==> config.mk <==
export PLATFORM = sky130hd
export DESIGN_NAME = regression_inverse_flat
export DESIGN_NICKNAME = d
export VERILOG_FILES = /design/src/rtl/regression_inverse_if.sv /design/src/rtl/regression_inverse.sv /design/src/flat_wrapper.sv
export SDC_FILE = /design/constraint.sdc
export NUM_CORES = 1
export LEC_CHECK = 0
export CAP_MARGIN = 20
export CORE_MARGIN = 2
export CORE_UTILIZATION = 45
export CTS_CLUSTER_SIZE = 8
export DETAILED_ROUTE_END_ITERATION = 8
export PLACE_DENSITY = 0.77
export REMOVE_ABC_BUFFERS = 1
export SETUP_SLACK_MARGIN = 0.5
export SYNTH_ARGS = -nofsm -noshare
export SYNTH_HDL_FRONTEND = slang
export SYNTH_SLANG_ARGS = --single-unit
export TNS_END_PERCENT = 1
==> constraint.sdc <==
create_clock -name clk -period 4.2 [get_ports clk]
set_input_delay 0.42 -clock clk [delete_from_list [all_inputs] [get_ports clk]]
set_output_delay 0.42 -clock clk [all_outputs]
set_load 0.02 [all_outputs]
==> src/rtl/regression_inverse_if.sv <==
// Handshake bundle for regression_inverse: input y with valid/ready,
// result x/rem/flags with valid/ready. slave = divider, master = host.
interface regression_inverse_if;
  logic        in_valid;
  logic        in_ready;
  logic [31:0] y;
  logic        out_valid;
  logic        out_ready;
  logic [15:0] x;
  logic [15:0] rem;
  logic        underflow;
  logic        overflow;

  modport slave (
    input  in_valid,
    input  y,
    input  out_ready,
    output in_ready,
    output out_valid,
    output x,
    output rem,
    output underflow,
    output overflow
  );

  modport master (
    output in_valid,
    output y,
    output out_ready,
    input  in_ready,
    input  out_valid,
    input  x,
    input  rem,
    input  underflow,
    input  overflow
  );
endinterface

==> src/rtl/regression_inverse.sv <==
// Sequential inverse of y = A*x + B: x = floor((y-B)/A), rem = (y-B)%A.
// Ports: clk, rst (async, active-high), bus (regression_inverse_if.slave).
module regression_inverse #(
  parameter logic [15:0] A = 16'd3,
  parameter logic [31:0] B = 32'd7
) (
  input  logic                  clk,
  input  logic                  rst,
  regression_inverse_if.slave   bus
);

  if (A == 16'd0) begin : g_a_zero
    $error("regression_inverse: A must be nonzero");
  end

  typedef enum logic [1:0] {
    IDLE,
    CHECK,
    DIVIDE,
    DONE
  } state_t;

  state_t      state_q;
  logic [31:0] y_q;
  logic [15:0] dvd_q;
  logic [15:0] part_q;
  logic [3:0]  cnt_q;
  logic [15:0] x_q;
  logic [15:0] rem_q;
  logic        uf_q;
  logic        of_q;
  logic        ov_q;

  logic [32:0] d_d;
  logic        uf_d;
  logic        of_d;
  logic [16:0] t_d;
  logic        ge_d;
  logic [15:0] part_d;
  logic [15:0] quo_d;

  // Borrow out of the 33-bit subtract flags y < B.
  assign d_d  = {1'b0, y_q} - {1'b0, B};
  assign uf_d = d_d[32];
  assign of_d = {16'd0, d_d[31:0]} >= {16'd0, A, 16'd0};

  // One restoring step. The subtract result is < A, so the low
  // 16 bits carry the full value.
  assign t_d    = {part_q, dvd_q[15]};
  assign ge_d   = t_d >= {1'b0, A};
  assign part_d = ge_d ? (t_d[15:0] - A) : t_d[15:0];

  // Dividend bits shift out the top while quotient bits enter below.
  assign quo_d = {dvd_q[14:0], ge_d};

  always_ff @(posedge clk or posedge rst) begin
    if (rst) begin
      state_q <= IDLE;
      y_q     <= '0;
      dvd_q   <= '0;
      part_q  <= '0;
      cnt_q   <= '0;
      x_q     <= '0;
      rem_q   <= '0;
      uf_q    <= 1'b0;
      of_q    <= 1'b0;
      ov_q    <= 1'b0;
    end else begin
      unique case (state_q)
        IDLE: begin
          if (bus.in_valid) begin
            y_q     <= bus.y;
            state_q <= CHECK;
          end
        end
        CHECK: begin
          if (uf_d) begin
            x_q     <= '0;
            rem_q   <= '0;
            uf_q    <= 1'b1;
            of_q    <= 1'b0;
            ov_q    <= 1'b1;
            state_q <= DONE;
          end else if (of_d) begin
            x_q     <= 16'hFFFF;
            rem_q   <= '0;
            uf_q    <= 1'b0;
            of_q    <= 1'b1;
            ov_q    <= 1'b1;
            state_q <= DONE;
          end else begin
            part_q  <= d_d[31:16];
            dvd_q   <= d_d[15:0];
            cnt_q   <= '0;
            state_q <= DIVIDE;
          end
        end
        DIVIDE: begin
          part_q <= part_d;
          dvd_q  <= quo_d;
          cnt_q  <= cnt_q + 4'd1;
          if (cnt_q == 4'd15) begin
            x_q     <= quo_d;
            rem_q   <= part_d;
            uf_q    <= 1'b0;
            of_q    <= 1'b0;
            ov_q    <= 1'b1;
            state_q <= DONE;
          end
        end
        DONE: begin
          if (bus.out_ready) begin
            ov_q    <= 1'b0;
            state_q <= IDLE;
          end
        end
        default: state_q <= IDLE;
      endcase
    end
  end

  assign bus.in_ready  = (state_q == IDLE);
  assign bus.out_valid = ov_q;
  assign bus.x         = x_q;
  assign bus.rem       = rem_q;
  assign bus.underflow = uf_q;
  assign bus.overflow  = of_q;

endmodule

==> src/flat_wrapper.sv <==
// flat-port wrapper written by rule: the top's interface ports become plain ports
module regression_inverse_flat 
#(
  parameter logic [15:0] A = 16'd3,
  parameter logic [31:0] B = 32'd7
)
  (clk, rst, bus_in_valid, bus_y, bus_out_ready, bus_in_ready, bus_out_valid, bus_x, bus_rem, bus_underflow, bus_overflow);
  regression_inverse_if bus_i ();
  input  logic clk;
  input  logic rst;
  input wire logic [$bits(bus_i.in_valid)-1:0] bus_in_valid;
  input wire logic [$bits(bus_i.y)-1:0] bus_y;
  input wire logic [$bits(bus_i.out_ready)-1:0] bus_out_ready;
  output wire logic [$bits(bus_i.in_ready)-1:0] bus_in_ready;
  output wire logic [$bits(bus_i.out_valid)-1:0] bus_out_valid;
  output wire logic [$bits(bus_i.x)-1:0] bus_x;
  output wire logic [$bits(bus_i.rem)-1:0] bus_rem;
  output wire logic [$bits(bus_i.underflow)-1:0] bus_underflow;
  output wire logic [$bits(bus_i.overflow)-1:0] bus_overflow;
  assign bus_i.in_valid = bus_in_valid;
  assign bus_i.y = bus_y;
  assign bus_i.out_ready = bus_out_ready;
  assign bus_in_ready = bus_i.in_ready;
  assign bus_out_valid = bus_i.out_valid;
  assign bus_x = bus_i.x;
  assign bus_rem = bus_i.rem;
  assign bus_underflow = bus_i.underflow;
  assign bus_overflow = bus_i.overflow;
  regression_inverse #(.A(A), .B(B)) u_core (.clk(clk), .rst(rst), .bus(bus_i));
endmodule
==> results.ini <==
[route]
wl_mm = 14.0
drt-initial-drc-count = 383
viasPerCell = 5.65
ant_nets = 0
wire_per_inst_um = 17.8
drc = 0
dr.pass1.iters = 6
vias = 4432

[clock_network]
post_cts_buffers = 0
cts_sinks = 105
clockBufferDepth = 2
post_cts_resized = 0
cts_tree = yes
hold_buffers = 0
insertion_delay_ns = 0.35
numCtsBuffers = 9
clk_pin_slew_ns = 0.07
cts_root_buf = clkbuf_16
htreeDepth = 3

[job]
maxCapViolations = 0

[floorplanning]
pin_count = 72
start_util = 0.457
num_rows = 42
die-area_um2 = 14200
fp.dieH_um = 119
core_area_um2 = 13100
die-width_um = 119

[layout]
nNetsFinal = 648
syn_to_final_growth_pct = 19.6
final_util = 0.546
stdcell_count = 785
diodes = 0
drive_gt1_frac = 0.199

[synthesis]
ys_ff_latch = 105
syn_inst = 534
synth_area_per_cell_um2 = 11.2
synth_area_leader_cell = dfrtp_1
ys_seq_area_frac = 0.440
synth_flop_cell = dfrtp_1
synth_edf_count = 0
yosys_warnings = 0
synth_top_area_share = 0.440
async_flop_share = 1.00
syn_area_um2 = 5980
ys_types = 65
synth_area_leaders = dfrtp_1 44%, mux2_4 11%, mux2_2 7.5%, mux2i_1 3.3%, nor2_1 2.8%

[pwr]
p_per_area_nw_per_um2 = 832
leakage_uw = 0.00307
switchingPower_uw = 2450
seqPwrFrac = 0.335
combPwrFrac = 0.529
ir_drop_v = 0.000309
swShare = 0.412
clkPwrFrac = 0.136
internal_power_uw = 3500

[sta]
setup_viol_count_final = 0
fmax_mhz = 287
finClkSkew_ns = 0.0108
setup_tns_ns = 0
period_minus_slack_ns = 3.49
holdWs_ns = 0.414
setup_slack_ns = 0.710
worstMarginPinSlew_ns = 0.777
drv_slew = 0
final-hold-violation-count = 0
fin_crit_sh = 0.831
maxSlewHeadroom = 0.477
rsz0062_at_grt = false

[critical_path]
path_max_fanout = 17
reg2reg_depth = 10
worst_setup_path_start_kind = flop
cp.arrival_ns = 3.72
crit_path_end_kind = flop
crit_type = flop to flop
worst_ep_required_time_ns = 4.43

[grt]
grt_pass1_wl_mm = 22.9
grt_max_degree = 49
gr-total-overflow = 0
track_usage = 0.200
grt_antenna_before_repair = 0
grt_pass1_vias = 4444

[place]
gp_congestion = 0.845
place_ws_ns = 0.757
dpl.hpwl_mm = 10.1
place_inst = 769
numPortBuffers = 71

[status]
outcome = finished clean

[worst_hold_path]
hold_class = input port to async pin

[stage by stage]
stage               power, uW  cell area (um2)
global route             6320             7150
CTS                      5950             7150
global placement         5000             6870
finish                   5950             7150
detailed placement       5130             6870
floorplan                4230             5850
[worst paths after layout]
path,endpoint,slack [ns],startpoint
setup / recovery,u_core.part_q[11]$_DFFE_PP0P_,0.71,u_core.y_q[0]$_DFFE_PP0P_
hold / removal,u_core.y_q[25]$_DFFE_PP0P_,0.41,rst
setup reg to reg,u_core.part_q[11]$_DFFE_PP0P_,0.71,u_core.y_q[0]$_DFFE_PP0P_
hold reg to reg,u_core.cnt_q[3]$_DFFE_PP0P_,0.51,u_core.cnt_q[3]$_DFFE_PP0P_
max in group asynchronous,u_core.part_q[8]$_DFFE_PP0P_,2.82,rst
min in group clk,u_core.cnt_q[3]$_DFFE_PP0P_,0.51,u_core.cnt_q[3]$_DFFE_PP0P_
[logic make-up after synthesis]
logic type | after synthesis | synth area share
flops | 105 | 0.440
simple gates | 142 | 0.132
mux | 107 | 0.224
fa+ha+maj | 8 | 0.0167
buf+inv | 48 | 0.0377
compound gates | 94 | 0.106
xor+xnor | 30 | 0.0440
[worst max-delay path, stage by stage, from the launching register on]
cell       delay, ns
dfrtp_1         0.45
ha_1            0.29
a2111oi_4       0.43
nand4_2         0.29
nor3_1          0.35
xnor2_1         0.24
a41oi_1         0.27
buf_4           0.22
nand2b_2        0.14
buf_4           0.30
mux2_2          0.38
[power groups by stage]
stage / Sequential [uW] / Combinational, uW / Clock [uW]
after detailed placement: 1990 / 3130 / 0
after CTS: 1980 / 3150 / 824
after floorplan: 1990 / 2240 / 0
final: 1990 / 3150 / 810
after global placement: 1970 / 3030 / 0
after global routing: 2060 / 3400 / 867
[cell usage in the layout, fill, tap and decap left out, types with 3 or more instances in the layout]
cell type / n
buf_4: 11
inv_1: 23
a21o_1: 6
nor4b_1: 3
o31ai_1: 4
and3_1: 3
ha_1: 8
and4_1: 4
a21oi_1: 26
o21ai_0: 30
xnor2_1: 16
a211oi_1: 3
or4_1: 3
xor2_1: 14
nor2_1: 45
a31oi_1: 3
clkbuf_16: 9
o21bai_1: 4
mux2_4: 42
mux2_2: 40
or3_1: 7
clkdlybuf4s50_1: 71
nor3_1: 13
mux2i_1: 20
mux2_1: 5
nor4_1: 11
and2_1: 4
dfrtp_1: 105
nand2_1: 24
nand3_1: 6
[final cells by class]
class | instances | area [um2]
clock inverters | 3 | 25.0
multi-input cells | 381 | 3130
well taps | 176 | 220
repair buffers | 82 | 793
flip-flops and latches | 105 | 2630
clock buffers | 13 | 260
inverters | 25 | 96.3
fillers | 1116 | 5930
[Yosys cell counts (all sizes together), types with 13 or more instances]
cell	instances
a21oi	26
buf	13
dfrtp	105
inv	24
mux2	87
mux2i	20
nand2	24
nor2	45
nor3	16
nor4	13
o21ai	31
xnor2	16
xor2	14
[registers in the layout (all words and copies together), names as in the netlist]
register / cells
u_core.cnt_q: 4
u_core.y_q: 32
u_core.bus.x: 16
u_core.dvd_q: 16
u_core.bus.overflow: 1
u_core.bus.underflow: 1
u_core.part_q: 16
u_core.state_q: 2
u_core.bus.rem: 16
u_core.bus.out_valid: 1
[per-layer routing]
| metal | part of all wire | GRT usage | vias to the layer above |
|---|---|---|---|
| met3 | 0.048 | 0.0326 | 20 |
| met2 | 0.48 | 0.325 | 138 |
| met1 | 0.45 | 0.277 | 2203 |
| met5 | 0 | 0 | - |
| li1 | - | - | 2071 |
| met4 | 0.017 | 0.0573 | 0 |
No activity file was read; power rests on OpenSTA's default activity.
